### src/rtl/contatore_gray_n.sv
`default_nettype none
// ============================================================================
// Module   : contatore_gray_n
// Brief    : Parametrised up/down Gray counter with load, saturate option,
//            terminal count and wrap pulse; exposes Gray and binary views.
// Revision : 1.0 - initial release
// ============================================================================

module contatore_gray_n #(
   parameter int WIDTH    = 3,
   parameter int SATURATE = 0,
   parameter int INIT     = 0
) (
   input  logic             clk,
   input  logic             reset,
   input  logic             en,
   input  logic             up,
   input  logic             load,
   input  logic [WIDTH-1:0] d_in,
   output logic [WIDTH-1:0] y,
   output logic [WIDTH-1:0] bin,
   output logic             tc,
   output logic             wrap
);

   localparam logic [WIDTH-1:0] c_max  = '1;
   localparam logic [WIDTH-1:0] c_one  = WIDTH'(1);
   localparam logic [WIDTH-1:0] c_init = WIDTH'(INIT);

   logic [WIDTH-1:0] r_bin;
   logic [WIDTH-1:0] r_gray;
   logic             r_wrap;

   logic [WIDTH-1:0] w_count;
   logic [WIDTH-1:0] w_bin_next;
   logic             w_tc;
   logic             w_wrap_next;

   assign w_tc = up ? (r_bin == c_max) : (r_bin == '0);

   generate
      if (SATURATE != 0) begin : g_sat
         // Hold at whichever end of the range the current direction points to.
         always_comb begin
            w_count = r_bin;
            if (!w_tc) begin
               w_count = up ? (r_bin + c_one) : (r_bin - c_one);
            end
         end
         assign w_wrap_next = 1'b0;
      end else begin : g_mod
         assign w_count     = up ? (r_bin + c_one) : (r_bin - c_one);
         assign w_wrap_next = en & ~load & w_tc;
      end
   endgenerate

   always_comb begin
      w_bin_next = r_bin;
      if (load) begin
         w_bin_next = d_in;
      end else if (en) begin
         w_bin_next = w_count;
      end
   end

   // Gray is derived from the next binary value so both views update together.
   always_ff @(posedge clk or negedge reset) begin
      if (!reset) begin
         r_bin  <= c_init;
         r_gray <= c_init ^ (c_init >> 1);
         r_wrap <= 1'b0;
      end else begin
         r_bin  <= w_bin_next;
         r_gray <= w_bin_next ^ (w_bin_next >> 1);
         r_wrap <= w_wrap_next;
      end
   end

   assign y    = r_gray;
   assign bin  = r_bin;
   assign tc   = w_tc;
   assign wrap = r_wrap;

endmodule

`default_nettype wire

### config.mk
export PLATFORM = sky130hd
export DESIGN_NAME = contatore_gray_n
export DESIGN_NICKNAME = d
export VERILOG_FILES = /design/src/rtl/contatore_gray_n.sv
export SDC_FILE = /design/constraint.sdc
export NUM_CORES = 1
export LEC_CHECK = 0
export ABC_CLOCK_PERIOD_IN_PS = 2600
export CAP_MARGIN = 10
export CORE_AREA = 2 2 39 41
export DETAILED_ROUTE_END_ITERATION = 10
export DIE_AREA = 0 0 41 43
export SETUP_SLACK_MARGIN = 0.05
export SLEW_MARGIN = 20
export SYNTH_ARGS = -nofsm -noshare
export SYNTH_HDL_FRONTEND = slang
export SYNTH_SLANG_ARGS = --single-unit
### constraint.sdc
create_clock -name clk -period 2.6 [get_ports clk]
set_input_delay 0.52 -clock clk [delete_from_list [all_inputs] [get_ports clk]]
set_output_delay 0.52 -clock clk [all_outputs]
set_load 0.005 [all_outputs]
* Yosys cells after proc, flatten, opt, wreduce, memory -nomap -nowiden
Index checks and enable logic that the tools add are counted.
Word-level totals: input port bits 8, word-level logic and storage cells 15, output and inout port bits 8, register bits 7
Operators by class: reductions and logical operators 1, mux-type cells 4, equality and inequality tests 1, add/sub/neg operators 2, bitwise operators 4
Operators with widths (number):
- 3-bit two-way mux | 3
- 3-bit by 1-bit adder with 3-bit output, second input constant | 1
- 3-bit == test, second input constant | 1
- 3-bit logical NOT | 1
- 3-bit by 1-bit subtractor with 3-bit output, second input constant | 1
- 3-bit by 2-bit bitwise XOR with 3-bit output | 1
- 1-bit bitwise AND | 2
- 1-bit two-way mux | 1
- 1-bit NOT | 1

* Depth between registers and ports, before layout
word-level depth 5, mapped depth 6, gate-level depth less buffers 6

* Worst setup path before layout
Ideal clock, no wire load.
kind input to register, start point input up, end point register r_gray[1], in the netlist y[1], path buffers 0, data required time 2.469 ns, path slack 0.716 ns, data arrival time 1.753 ns, stages 6, setup time 0.131 ns, cell sequence inv_1 > fa_1 > xor2_1 > or4b_1 > nand3_2 > xnor2_1
On the way: word-level cells in the longest chain between the ends 4
Ends and longest elaborated chain:
- start, declared | RTL line 17 | input logic up,
- 3-bit two-way mux | RTL line 52 | assign w_count = up ? (r_bin + c_one) : (r_bin - c_one);
- 3-bit two-way mux | RTL line 61 | end else if (en) begin
- 3-bit two-way mux | RTL line 59 | if (load) begin
- named net w_bin_next[2] | RTL line 35 | logic [WIDTH-1:0] w_bin_next;
- 3-bit by 2-bit bitwise XOR with 3-bit output | RTL line 74 | r_gray <= w_bin_next ^ (w_bin_next >> 1);
- end signal, assigned | RTL line 70 | r_gray <= c_init ^ (c_init >> 1);
- end signal, assigned | RTL line 74
- end, declared | RTL line 31 | logic [WIDTH-1:0] r_gray;
The timed path passes the listed nets, and every way through them passes these cells.

* Final worst setup path
Same ends and word-level chain as after synthesis.

==> Flow_metrics.wiki <==
{| class="wikitable"
! Metric !! Value
|-
| Initial Utilization || 0.230
|-
| Setup violations, final || 0
|-
| Via count of the routed design || 259
|-
| Sequential share of the synthesized area || 0.472
|-
| Number of gates resized after cts || 0
|-
| Worst path required time || 2.76 ns
|-
| Clock tree from TritonCTS || yes
|-
| Boundary pin count || 16
|-
| Post-Place Cells || 59
|-
| Share of layout cells above drive strength 1 || 0.109
|-
| Routed len/inst || 9.50 um
|-
| Design Area, Final || 508 um2
|-
| Number of standard cells in the final layout excluding fillers || 62
|-
| Layout fillers || 148
|-
| Synthesis-stage register bit count || 6
|-
| Setup skew after layout || 0.00488 ns
|-
| Global-route wire length before repair || 966 um
|-
| Power Total || 0.308 mW
|-
| Overall die width || 41 um
|-
| Largest net degree at the start of global routing || 10
|-
| Initial antenna violation count || 0
|-
| Number of vias per cell || 4.18
|-
| Cell count after synthesis || 29
|-
| Max transition margin || 0.786
|-
| GR Overflow Total || 0
|-
| Full die area || 0.00176 mm2
|-
| Register-to-register path setup slack || 0.81 ns
|-
| Setup repair after global routing missed its margin || false
|-
| Yosys cell types || 19
|-
| Postcts setup bufs || 0
|-
| Result of the run || completed
|-
| Latest clock arrival within the worst-skew pair || 0.24 ns
|-
| Post-route minimum period || 2.20 ns
|-
| Arrival time at the worst endpoint || 2.36 ns
|-
| Final Max Tran Viols || 0
|-
| Worst slack at placement || 0.0567 ns
|-
| Post-Synthesis Mean Instance Area || 11.0 um2
|-
| Worst reg2reg path endpoint || y[1]$_DFF_PN0_
|-
| Standard cell area after detailed placement || 483 um2
|-
| Type of element capturing the critical path || flop
|-
| Endpoints failing hold || 0
|-
| Post-detail-place hpwl || 476 um
|-
| Synthesized net count || 38
|-
| Antenna fix cells || 0
|-
| Count of unresolved DRC violations after routing || 0
|-
| Transition time at the pin with the least slew margin || 0.321 ns
|-
| Warnings, synthesis || 0
|-
| Via count of the first global-routing pass || 241
|-
| CTS buffer count || 3
|-
| Antenna Nets Post-Route || 0
|-
| Final cell utilization of the core || 0.367
|-
| Clock sinks || 6
|-
| Clock root buffer master || sky130_fd_sc_hd__clkbuf_4
|-
| Launching element type of the critical path || input port
|-
| Worst hold slack || 0.524 ns
|-
| Reg2reg path depth || 5
|-
| Leak || 0.239 nW
|-
| Number of buffers on the longest clock path || 2
|-
| Layout net count || 57
|-
| Hold_buf cts || 0
|-
| Total power per unit cell area || 607 mW/mm2
|-
| Clock slew at reported path FFs || 0.04 ns
|-
| Final TNS setup || 0 ns
|-
| Min-delay worst type || in -> async
|-
| Number of violations of the max-capacitance limit || 0
|-
| Slack of the critical path || 0.403 ns
|-
| Core Region || 0.00138 mm2
|-
| Overall routing resource usage || 0.0848
|-
| Largest fanout on the critical path || 3
|-
| Sequential cell area || 150 um2
|-
| Worst-case vdd ir drop || 258 uV
|-
| # H-tree levels || 1
|-
| Port buffer count || 15
|-
| Total Wirelength || 589 um
|-
| R2r startpoint || bin[0]$_DFF_PN0_
|-
| Row count || 14
|-
| Number of detailed-route iterations in the first pass || 2
|-
| Die height || 43 um
|-
| Critical path class || in -> reg
|-
| Area of combinational cells with multiple inputs || 148 um2
|-
| Area growth from synthesis to final layout || 59.8%
|-
| Achievable Freq || 455 MHz
|-
| Detailed Route Iter0 Violations || 4
|-
| Summed instance area of the synthesized netlist || 318 um2
|-
| Part of the cycle the worst path needs || 0.845
|-
| Global placer's final weighted congestion || 0.689
|}
==> final cells by class <==
| type | count | share of cell area |
|---|---|---|
| Timing Repair Buffer | 16 | 0.315 |
| Sequential cell | 6 | 0.296 |
| Multi-Input combinational cell | 19 | 0.291 |
| Clock buffer | 3 | 0.0443 |
| Tap cell | 16 | 0.0394 |
| Inverter | 2 | 0.0148 |
==> synth_stat cells <==
master	n	share of area
sky130_fd_sc_hd__o21ai_0	1	0.016
sky130_fd_sc_hd__buf_2	1	0.016
sky130_fd_sc_hd__fa_1	1	0.063
sky130_fd_sc_hd__mux2i_1	1	0.031
sky130_fd_sc_hd__inv_1	2	0.024
sky130_fd_sc_hd__xor2_1	1	0.028
sky130_fd_sc_hd__xnor2_1	3	0.083
sky130_fd_sc_hd__a22oi_1	1	0.024
sky130_fd_sc_hd__buf_4	1	0.024
sky130_fd_sc_hd__nand2_1	2	0.024
sky130_fd_sc_hd__nand4_1	1	0.020
sky130_fd_sc_hd__or4_1	1	0.024
sky130_fd_sc_hd__a21oi_1	1	0.016
sky130_fd_sc_hd__nand3b_1	1	0.024
sky130_fd_sc_hd__dfrtp_1	6	0.47
sky130_fd_sc_hd__and3b_1	1	0.028
sky130_fd_sc_hd__or4b_1	1	0.031
sky130_fd_sc_hd__nand3_2	1	0.031
sky130_fd_sc_hd__nor2_1	2	0.024
==> placed cells by master (no fill, tap or decap) <==
cell / n
sky130_fd_sc_hd__clkdlybuf4s50_1: 14
sky130_fd_sc_hd__dfrtp_1: 6
sky130_fd_sc_hd__xnor2_1: 3
sky130_fd_sc_hd__clkbuf_4: 3
sky130_fd_sc_hd__nand2_1: 2
sky130_fd_sc_hd__nor2_1: 2
sky130_fd_sc_hd__inv_1: 2
sky130_fd_sc_hd__o21ai_0: 1
sky130_fd_sc_hd__mux2i_1: 1
sky130_fd_sc_hd__a21oi_1: 1
sky130_fd_sc_hd__xor2_1: 1
sky130_fd_sc_hd__nand3b_1: 1
sky130_fd_sc_hd__or4b_1: 1
sky130_fd_sc_hd__a22oi_1: 1
sky130_fd_sc_hd__nand3_2: 1
sky130_fd_sc_hd__nand4_1: 1
sky130_fd_sc_hd__or4_1: 1
sky130_fd_sc_hd__and3b_1: 1
sky130_fd_sc_hd__fa_1: 1
sky130_fd_sc_hd__dlymetal6s2s_1: 1
sky130_fd_sc_hd__buf_4: 1
==> flip-flops by register name, summed over array words and instances, names as in the netlist <==
name / flops
bin: 3
y: 2
wrap: 1
==> power breakdown <==
part / switching [mW] / internal (mW)
clock: 0.0301 / 0.0520
sequential: 0.0142 / 0.111
combinational: 0.0346 / 0.0666
==> worst max path at each step <==
| stage | start | endpoint | depth (start not counted) |
|---|---|---|---|
| after floorplan | up | y[1]$_DFF_PN0_ | 6 |
| after global placement | up | tc | 4 |
| after detailed placement | up | tc | 4 |
| after CTS | up | tc | 4 |
| after global routing | up | y[1]$_DFF_PN0_ | 7 |
| final | up | y[1]$_DFF_PN0_ | 7 |
==> logic make-up after synthesis <==
kind of cell / share of synthesized area
compound gates: 0.0551
xor+xnor: 0.110
fa+ha+maj: 0.0630
buf+inv: 0.0630
flops: 0.472
mux: 0.0315
simple gates: 0.205
==> per-layer routing <==
metal / up-vias / global-route usage / wire (um)
met5: - / 0 / 0
met4: 0 / 0.0400 / 0
met3: 0 / 0.0524 / 46
met2: 10 / 0.109 / 270
met1: 117 / 0.108 / 273
li1: 132 / - / -
==> critical path, cell delays in order <==
cell,delay [ns]
sky130_fd_sc_hd__clkdlybuf4s50_1,0.49
sky130_fd_sc_hd__inv_1,0.07
sky130_fd_sc_hd__fa_1,0.43
sky130_fd_sc_hd__xor2_1,0.16
sky130_fd_sc_hd__or4b_1,0.48
sky130_fd_sc_hd__nand3_2,0.10
sky130_fd_sc_hd__xnor2_1,0.11
Power figures use the tool's default switching activity.
